**src/rtl/ahb_const_pkg.sv**
```systemverilog
// AHB-Lite constants, FSM state encoding and byte-lane helpers shared by the
// native-memory AHB slave and its lane steering block.
package ahb_const_pkg;

  localparam logic [1:0] HTRANS_IDLE   = 2'b00;
  localparam logic [1:0] HTRANS_BUSY   = 2'b01;
  localparam logic [1:0] HTRANS_NONSEQ = 2'b10;
  localparam logic [1:0] HTRANS_SEQ    = 2'b11;

  localparam logic [2:0] HSIZE_BYTE = 3'b000;
  localparam logic [2:0] HSIZE_HALF = 3'b001;
  localparam logic [2:0] HSIZE_WORD = 3'b010;

  localparam logic [1:0] HRESP_OKAY  = 2'b00;
  localparam logic [1:0] HRESP_ERROR = 2'b01;

  typedef enum logic [2:0] {
    ST_IDLE = 3'd0,
    ST_WDAT = 3'd1,
    ST_MEM  = 3'd2,
    ST_DONE = 3'd3,
    ST_ERR1 = 3'd4,
    ST_ERR2 = 3'd5
  } state_t;

  // Per-transfer info that must survive into the data phase.
  typedef struct packed {
    logic       write;
    logic [3:0] strb;
  } xfer_t;

  function automatic logic size_illegal(input logic [2:0] size, input logic [1:0] lane);
    logic bad;
    case (size)
      HSIZE_BYTE: bad = 1'b0;
      HSIZE_HALF: bad = lane[0];
      HSIZE_WORD: bad = (lane != 2'b00);
      default:    bad = 1'b1;
    endcase
    return bad;
  endfunction

  function automatic logic [3:0] lane_strb(input logic [2:0] size, input logic [1:0] lane);
    logic [3:0] s;
    case (size)
      HSIZE_BYTE: s = 4'b0001 << lane;
      HSIZE_HALF: s = lane[1] ? 4'b1100 : 4'b0011;
      default:    s = 4'b1111;
    endcase
    return s;
  endfunction

  function automatic logic [31:0] strb_mask(input logic [3:0] strb);
    return {{8{strb[3]}}, {8{strb[2]}}, {8{strb[1]}}, {8{strb[0]}}};
  endfunction

endpackage

```
**src/rtl/ahb_lane_steer.sv**
```systemverilog
// Maps a 32-bit word between AHB byte order and little-endian native order.
// The mapping is its own inverse, so one block serves both directions.
module ahb_lane_steer #(
  parameter int BIG_ENDIAN_AHB = 1
) (
  input  logic [31:0] i_dat,
  output logic [31:0] o_dat
);

  if (BIG_ENDIAN_AHB != 0) begin : g_swap
    assign o_dat = {i_dat[7:0], i_dat[15:8], i_dat[23:16], i_dat[31:24]};
  end else begin : g_straight
    assign o_dat = i_dat;
  end

endmodule

```
**src/rtl/native_mem_ahb_slave.sv**
```systemverilog
// AHB-Lite slave that issues one PicoRV32-style native memory request per
// accepted transfer; reads complete with registered, lane-steered HRDATA.
module native_mem_ahb_slave
  import ahb_const_pkg::*;
#(
  parameter int BIG_ENDIAN_AHB = 1,
  parameter int TIMEOUT_CYCLES = 256
) (
  input  logic        i_clk,
  input  logic        i_reset,
  input  logic        i_hsel,
  input  logic [31:0] i_haddr,
  input  logic [1:0]  i_htrans,
  input  logic        i_hwrite,
  input  logic [2:0]  i_hsize,
  input  logic [3:0]  i_hprot,
  input  logic [31:0] i_hwdata,
  input  logic        i_hready,
  output logic        o_hreadyout,
  output logic [1:0]  o_hresp,
  output logic [31:0] o_hrdata,
  output logic        o_mem_valid,
  output logic        o_mem_instr,
  input  logic        i_mem_ready,
  output logic [31:0] o_mem_addr,
  output logic [31:0] o_mem_wdata,
  output logic [3:0]  o_mem_wstrb,
  input  logic [31:0] i_mem_rdata
);

  localparam int TW = (TIMEOUT_CYCLES > 1) ? $clog2(TIMEOUT_CYCLES) : 1;

  state_t        r_state;
  state_t        w_state_nxt;
  xfer_t         r_xfer;
  logic [TW-1:0] r_timer;
  logic          r_mem_valid;
  logic          r_mem_instr;
  logic [31:0]   r_mem_addr;
  logic [31:0]   r_mem_wdata;
  logic [3:0]    r_mem_wstrb;
  logic [31:0]   r_hrdata;

  logic          w_active;
  logic          w_accept;
  logic          w_illegal;
  logic          w_mem_done;
  logic          w_timeout;
  logic [31:0]   w_wdata_le;
  logic [31:0]   w_rdata_ahb;
  logic          w_unused;

  assign w_unused = ^i_hprot[3:1];

  ahb_lane_steer #(.BIG_ENDIAN_AHB(BIG_ENDIAN_AHB)) u_wsteer (
    .i_dat (i_hwdata),
    .o_dat (w_wdata_le)
  );

  ahb_lane_steer #(.BIG_ENDIAN_AHB(BIG_ENDIAN_AHB)) u_rsteer (
    .i_dat (i_mem_rdata),
    .o_dat (w_rdata_ahb)
  );

  // SEQ carries no burst meaning here; it is treated exactly like NONSEQ.
  assign w_active   = (i_htrans == HTRANS_NONSEQ) || (i_htrans == HTRANS_SEQ);
  assign w_accept   = i_hsel && i_hready && w_active &&
                      ((r_state == ST_IDLE) || (r_state == ST_DONE));
  assign w_illegal  = size_illegal(i_hsize, i_haddr[1:0]);
  assign w_mem_done = (r_state == ST_MEM) && i_mem_ready;

  if (TIMEOUT_CYCLES > 0) begin : g_tmo
    assign w_timeout = (r_state == ST_MEM) && !i_mem_ready &&
                       (r_timer == TW'(TIMEOUT_CYCLES - 1));
  end else begin : g_no_tmo
    assign w_timeout = 1'b0;
  end

  always_ff @(posedge i_clk or posedge i_reset) begin
    if (i_reset) begin
      r_state <= ST_IDLE;
    end else begin
      r_state <= w_state_nxt;
    end
  end

  always_comb begin
    w_state_nxt = r_state;
    o_hreadyout = 1'b1;
    o_hresp     = HRESP_OKAY;
    case (r_state)
      ST_IDLE, ST_DONE: begin
        if (!w_accept) begin
          w_state_nxt = ST_IDLE;
        end else if (w_illegal) begin
          w_state_nxt = ST_ERR1;
        end else begin
          w_state_nxt = i_hwrite ? ST_WDAT : ST_MEM;
        end
      end
      ST_WDAT: begin
        o_hreadyout = 1'b0;
        w_state_nxt = ST_MEM;
      end
      ST_MEM: begin
        o_hreadyout = 1'b0;
        if (w_mem_done) begin
          w_state_nxt = ST_DONE;
        end else if (w_timeout) begin
          w_state_nxt = ST_ERR1;
        end
      end
      ST_ERR1: begin
        o_hreadyout = 1'b0;
        o_hresp     = HRESP_ERROR;
        w_state_nxt = ST_ERR2;
      end
      ST_ERR2: begin
        o_hresp     = HRESP_ERROR;
        w_state_nxt = ST_IDLE;
      end
      default: w_state_nxt = ST_IDLE;
    endcase
  end

  always_ff @(posedge i_clk or posedge i_reset) begin
    if (i_reset) begin
      r_xfer      <= '0;
      r_mem_valid <= 1'b0;
      r_mem_instr <= 1'b0;
      r_mem_addr  <= '0;
      r_mem_wdata <= '0;
      r_mem_wstrb <= '0;
      r_hrdata    <= '0;
    end else begin
      if (w_accept && !w_illegal) begin
        r_xfer.write <= i_hwrite;
        r_xfer.strb  <= lane_strb(i_hsize, i_haddr[1:0]);
        r_mem_addr   <= {i_haddr[31:2], 2'b00};
        r_mem_instr  <= ~i_hprot[0];
        r_mem_wstrb  <= 4'b0000;
        r_mem_valid  <= ~i_hwrite;
      end
      // Write data only exists in the first data-phase cycle.
      if (r_state == ST_WDAT) begin
        r_mem_wdata <= w_wdata_le & strb_mask(r_xfer.strb);
        r_mem_wstrb <= r_xfer.strb;
        r_mem_valid <= 1'b1;
      end
      if (w_mem_done) begin
        r_mem_valid <= 1'b0;
        r_mem_wstrb <= 4'b0000;
        if (!r_xfer.write) begin
          r_hrdata <= w_rdata_ahb;
        end
      end else if (w_timeout) begin
        r_mem_valid <= 1'b0;
        r_mem_wstrb <= 4'b0000;
      end
    end
  end

  always_ff @(posedge i_clk or posedge i_reset) begin
    if (i_reset) begin
      r_timer <= '0;
    end else if (r_state == ST_MEM) begin
      r_timer <= r_timer + 1'b1;
    end else begin
      r_timer <= '0;
    end
  end

  assign o_hrdata    = r_hrdata;
  assign o_mem_valid = r_mem_valid;
  assign o_mem_instr = r_mem_instr;
  assign o_mem_addr  = r_mem_addr;
  assign o_mem_wdata = r_mem_wdata;
  assign o_mem_wstrb = r_mem_wstrb;

endmodule

```
**config.mk**
```make
export PLATFORM = sky130hd
export DESIGN_NAME = native_mem_ahb_slave
export DESIGN_NICKNAME = d
export VERILOG_FILES = /design/src/rtl/ahb_const_pkg.sv /design/src/rtl/ahb_lane_steer.sv /design/src/rtl/native_mem_ahb_slave.sv
export SDC_FILE = /design/constraint.sdc
export NUM_CORES = 1
export LEC_CHECK = 0
export ABC_AREA = 1
export CORE_ASPECT_RATIO = 1.4
export CORE_MARGIN = 5
export CORE_UTILIZATION = 35
export DETAILED_ROUTE_END_ITERATION = 8
export GPL_ROUTABILITY_DRIVEN = 0
export PLACE_DENSITY = 0.72
export SETUP_SLACK_MARGIN = 0.1
export SYNTH_ARGS = -nofsm -noshare
export SYNTH_HDL_FRONTEND = slang
export SYNTH_SLANG_ARGS = --single-unit
export TNS_END_PERCENT = 50
```
**constraint.sdc**
```tcl
create_clock -name i_clk -period 11.28 [get_ports i_clk]
set_clock_uncertainty 0.1 [all_clocks]
set_input_delay 1.692 -clock i_clk [delete_from_list [all_inputs] [get_ports i_clk]]
set_output_delay 1.692 -clock i_clk [all_outputs]
set_load 0.05 [all_outputs]
```
After elaboration in Yosys (flattened, before gate mapping). Index checks and enable logic that the tools add are counted.

Bits in registers: 116. Output and inout bits: 105.

Add/subtract/negate cells: 1. Eq/ne operators: 11. Shift-type cells: 1. Muxes and demuxes: 20. Bitwise gates (word level): 4. Reduce and logical (&&, ||, !) cells: 19.

Operator list (number): AND 32 bit (1); 2-to-1 mux 4 bit (5); 2-to-1 mux 3 bit (4); one-hot mux 3 bit (4 select lines) (1); equality test 3 x 2 -> 1 bit, second input constant (3); adder 8 x 1 -> 8 bit, second input constant (1); equality test 8 bit, second input constant (1); 2-to-1 mux 8 bit (1); one-hot mux 4 bit (2 select lines) (1); logical AND 1 bit (7); equality test 3 x 1 -> 1 bit, second input constant (2); equality test 3 bit, second input constant (2); logical NOT 3 bit (2); 2-to-1 mux 1 bit (6); equality test 2 bit, second input constant (2); nonzero test 4 bit (1); OR reduction 2 bit (2); << shifter 1 x 2 -> 4 bit, first input constant (1); != test 3 bit, second input constant (1); inverter 1 bit (3); one-hot mux 1 bit (3 select lines) (1); OR reduction 3 bit (1); logical NOT 1 bit (2); logical OR 1 bit (2); 3 further kinds (3).

Depth between registers and ports, before layout.
Depth after elaboration: 9. Depth in mapped cells: 9. Depth with buffers taken out: 8.

By module. Synthesis repeated with hierarchy kept, for this count alone.

Cells, all modules: 614. Area total of the unflattened synthesis: 5267.6 um^2.

By module, submodules not included: native_mem_ahb_slave (instances 1, cells each 550, area an instance 4787.1 um^2); ahb_lane_steer (instances 2, cells each 32, area an instance 240.2 um^2).

Worst setup path after synthesis. Ideal clock, no wire load.

Path kind: register -> output. Start point: register r_state[0]. End point: output port o_hreadyout. Data arrival time: 1.672 ns. Slack: 7.816 ns. Cell stages (with the launch flop): 6. Path through: dfrtp_1 -> nand2_1 -> nor2_1 -> buf_4 -> buf_2 -> a21oi_1.

Word-level cells in the longest chain between the ends: 3.

RTL lines: from (decl) (line native_mem_ahb_slave.sv:33) `state_t r_state;`; from (signal assigned) (line native_mem_ahb_slave.sv:83) `r_state <= w_state_nxt;`; equality test 3 x 2 -> 1 bit (tied with other cells) (line native_mem_ahb_slave.sv:91) `case (r_state)`; OR reduction 3 bit (no source line) *; 2-to-1 mux 1 bit * (line native_mem_ahb_slave.sv:91); to (decl) (line native_mem_ahb_slave.sv:19) `output logic o_hreadyout,`.

Mark *: on every way between the ends. The rest lies on a longest branch, timed or not.

Worst setup path in the final report. Ends and elaborated chain as after synthesis.

==> results.toml <==
[run_status]
outcome = "complete, no violations"

[worst_setup_path]
cpPeakStageDelay_ns = 0.84
worst-setup-path-type = "reg -> out"
cp-start-kind = "flop"
reg2regPathDepth = 7
startpoint = "r_state[0]"
cp_num_buf_inv = 2
timing.rr.start = "r_state[0]"
cp_slowest_cell = "clkdlybuf4s50_1"
worstPathArrival_ns = 2.29
worstSetupPathDepth = 5
end_kind = "primary output"
crit_fanout = 39
critPathRequiredTime_ns = 9.49
crit_chain = "nand2_1 -> nor2_2 -> buf_4 -> a21oi_1 -> clkdlybuf4s50_1"
cp_top_family = "buffers and inverters"

[timing]
fin_crit_sh_pct = 36.2
fmax_ghz = 0.245
rsz0062_at_grt = "false"
max_slew_margin_pct = 34.5
final_max_slew_viol_count = 0
setup_viol = 0
tightest_slew_ns = 0.977
whs_ns = 0.368
fin_setup_tns_ns = 0
hold_viol_final = 0
fin_crit_ns = 4.08

[drt]
first_pass_iters = 4
avgViaCountPerCell = 4.57
routed_wl_um = 13800
drt_iter0_drc = 254
detail-route-antenna-nets = 0
vias = 4349
wire_per_inst_um = 14.6
drc = 0

[power_and_ir_drop]
p_leak_nw = 3.67
p_per_area_nw_per_um2 = 301
peakVddDrop_v = 0.000132

[clocking]
path_clk_slew_ns = 0.05
cts_resized = 0
cts_buffers = 17
postCtsSetupBuffers = 0
cts_hold_buf = 0
clk_latency_ns = 0.40
cts_max_level = 4
cts_max_path_buffers = 2
clockRootBuffer = "clkbuf_16"
cts.sinks = 116
cts_tree = "done"

[yosys]
yosysTopAreaCellShare_pct = 60.4
synth-main-ff-cell = "dfrtp_1"
synth_top_area_cell = "dfrtp_1"
yosysMostFrequentCell = "nand2_1"
yosys_warnings = 0
synth-edff-count = 0
synthTopCellsByArea = "dfrtp_1 (60%), nand2_1 (21%), nand3_1 (7.5%), nor2_1 (1.5%), buf_6 (1.4%)"
yosysSeqAreaShare_pct = 60.4
netlist_instances = 555
syn_avg_cell_area_um2 = 8.66
syn_area_um2 = 4810
synth-seq-cells = 116
async_flop_share_pct = 100
synthTopCellsByCount = "nand2_1 (268), dfrtp_1 (116), nand3_1 (72), nor2_1 (19), inv_1 (16)"
yosys.cell_types.count = 26

[die]
rows = 50
dieArea_um2 = 16200
die_h_um = 149
die_w_um = 109
io_pins = 216
core_um2 = 13500
initial_core_util_pct = 35.7

[placement]
dp_hpwl_um = 10000
dp.cells = 919
port_buffers = 208

[layout]
drive_gt1_share_pct = 5.72
syn2layout_area_growth_pct = 56.7
insertedDiodeCount = 0
final_nets = 868
final_cell_count_no_fill = 951

[grt]
grt-ovfl-total = 0
grt_pass1_vias = 4639
antenna_found_initial = 0
grt_start_max_net_pins = 62
grt.total_usage_pct = 17.7
grt_first_pass_wirelength_um = 22700

[hold_path]
min_path_cells = 2
hp-start = "o_hrdata[4]"
hold_class = "reg -> reg"

[flow_run]
max-cap-violations = 0
==> through the flow <==
| step | area, um^2 | total power [W] | setup slack (ns) | util, % |
|---|---|---|---|---|
| 6_report | 7530 | 0.00226 | 7.20 | 56.0 |
| 3_5_place_dp | 6960 | 0.00176 | 6.74 | 51.7 |
| 3_3_place_gp | 6960 | 0.00174 | 6.81 | 51.7 |
| 2_1_floorplan | 4810 | 0.00137 | 6.42 | - |
| 4_1_cts | 7530 | 0.00229 | 7.16 | 56.0 |
| 5_1_grt | 7530 | 0.00239 | 6.91 | 56.0 |
==> cells by family after synthesis <==
kind of cell / after synthesis / synth area share [%]
AOI/OAI and AO/OA: 18 / 1.93
and+or+nand+nor: 368 / 31.8
other: 1 / 0.0780
adders and majority gates: 1 / 0.260
buffers and inverters: 51 / 5.60
DFF: 116 / 60.4
==> area by class of cell <==
type / count / area [um^2]
fill: 1195 / 5920
sequential: 116 / 2900
timing repair buffer: 210 / 2100
multi-input combinational: 390 / 1650
clock buffer: 19 / 443
tap: 182 / 228
clock inverter: 13 / 135
inverter: 21 / 82.6
==> cells in the final DEF, fill, tap and decap left out, types with 2 or more instances in the layout <==
cell type        netlist  final
inv_1                 16     15
clkinv_4               0      2
nand2_1              268    268
dfrtp_1              116    116
clkinvlp_4             0      5
clkbuf_16              0     17
o21ai_0               10     10
buf_4                  7      2
clkdlybuf4s50_1        0    208
nand3_1               72     72
conb_1                 1      3
bufinv_16              0      2
nor2_2                 1      2
nand4_1                2      2
nor2_1                19     18
clkinv_2               1      5
a21oi_1                6      6
inv_2                  3      3
==> worst reg2reg max path: stages (launching register included) <==
cell and delay (ns):
dfrtp_1 0.44, nand2_1 0.14, nand3_1 0.10, nor2_2 0.16, nand3_2 0.72, clkinv_2 0.75
nand2_1 0.14, o21ai_0 0.11
==> power breakdown <==
group	total (W)	leakage [nW]	internal [W]	switching [W]
registers	0.000666	1.52	0.000564	0.000102
clock network	0.000518	0.271	0.000329	0.000188
logic	0.00108	1.88	0.000338	0.000742
total	0.00226	3.67	0.00123	0.00103
==> per-layer routing <==
metal | vias to the layer above | part of all wire (%) | track usage, %
met5 | - | 0 | 0
met4 | 0 | 3.8 | 9.03
met3 | 36 | 8.7 | 5.86
met2 | 164 | 50 | 29.8
met1 | 2009 | 38 | 19.9
li1 | 2140 | - | -
==> sequential cells by signal (all words and copies together), names as in the netlist <==
| signal | cells |
|---|---|
| o_mem_wdata | 32 |
| o_mem_wstrb | 4 |
| r_xfer | 5 |
| o_mem_instr | 1 |
| o_mem_valid | 1 |
| o_hrdata | 32 |
| r_timer | 8 |
| o_mem_addr | 30 |
| r_state | 3 |
==> path summary, 6_finish.rpt <==
path	endpoint	slack, ns
worst max-delay path	o_hreadyout	7.20
worst min-delay path	o_hrdata[4]	0.37
worst max register to register	r_xfer[4]	8.51
worst min register to register	o_hrdata[4]	0.37
max in group asynchronous	o_hrdata[11]	8.18
min in group asynchronous	o_mem_wdata[14]	1.66
No activity file was read; power rests on OpenSTA's default activity.
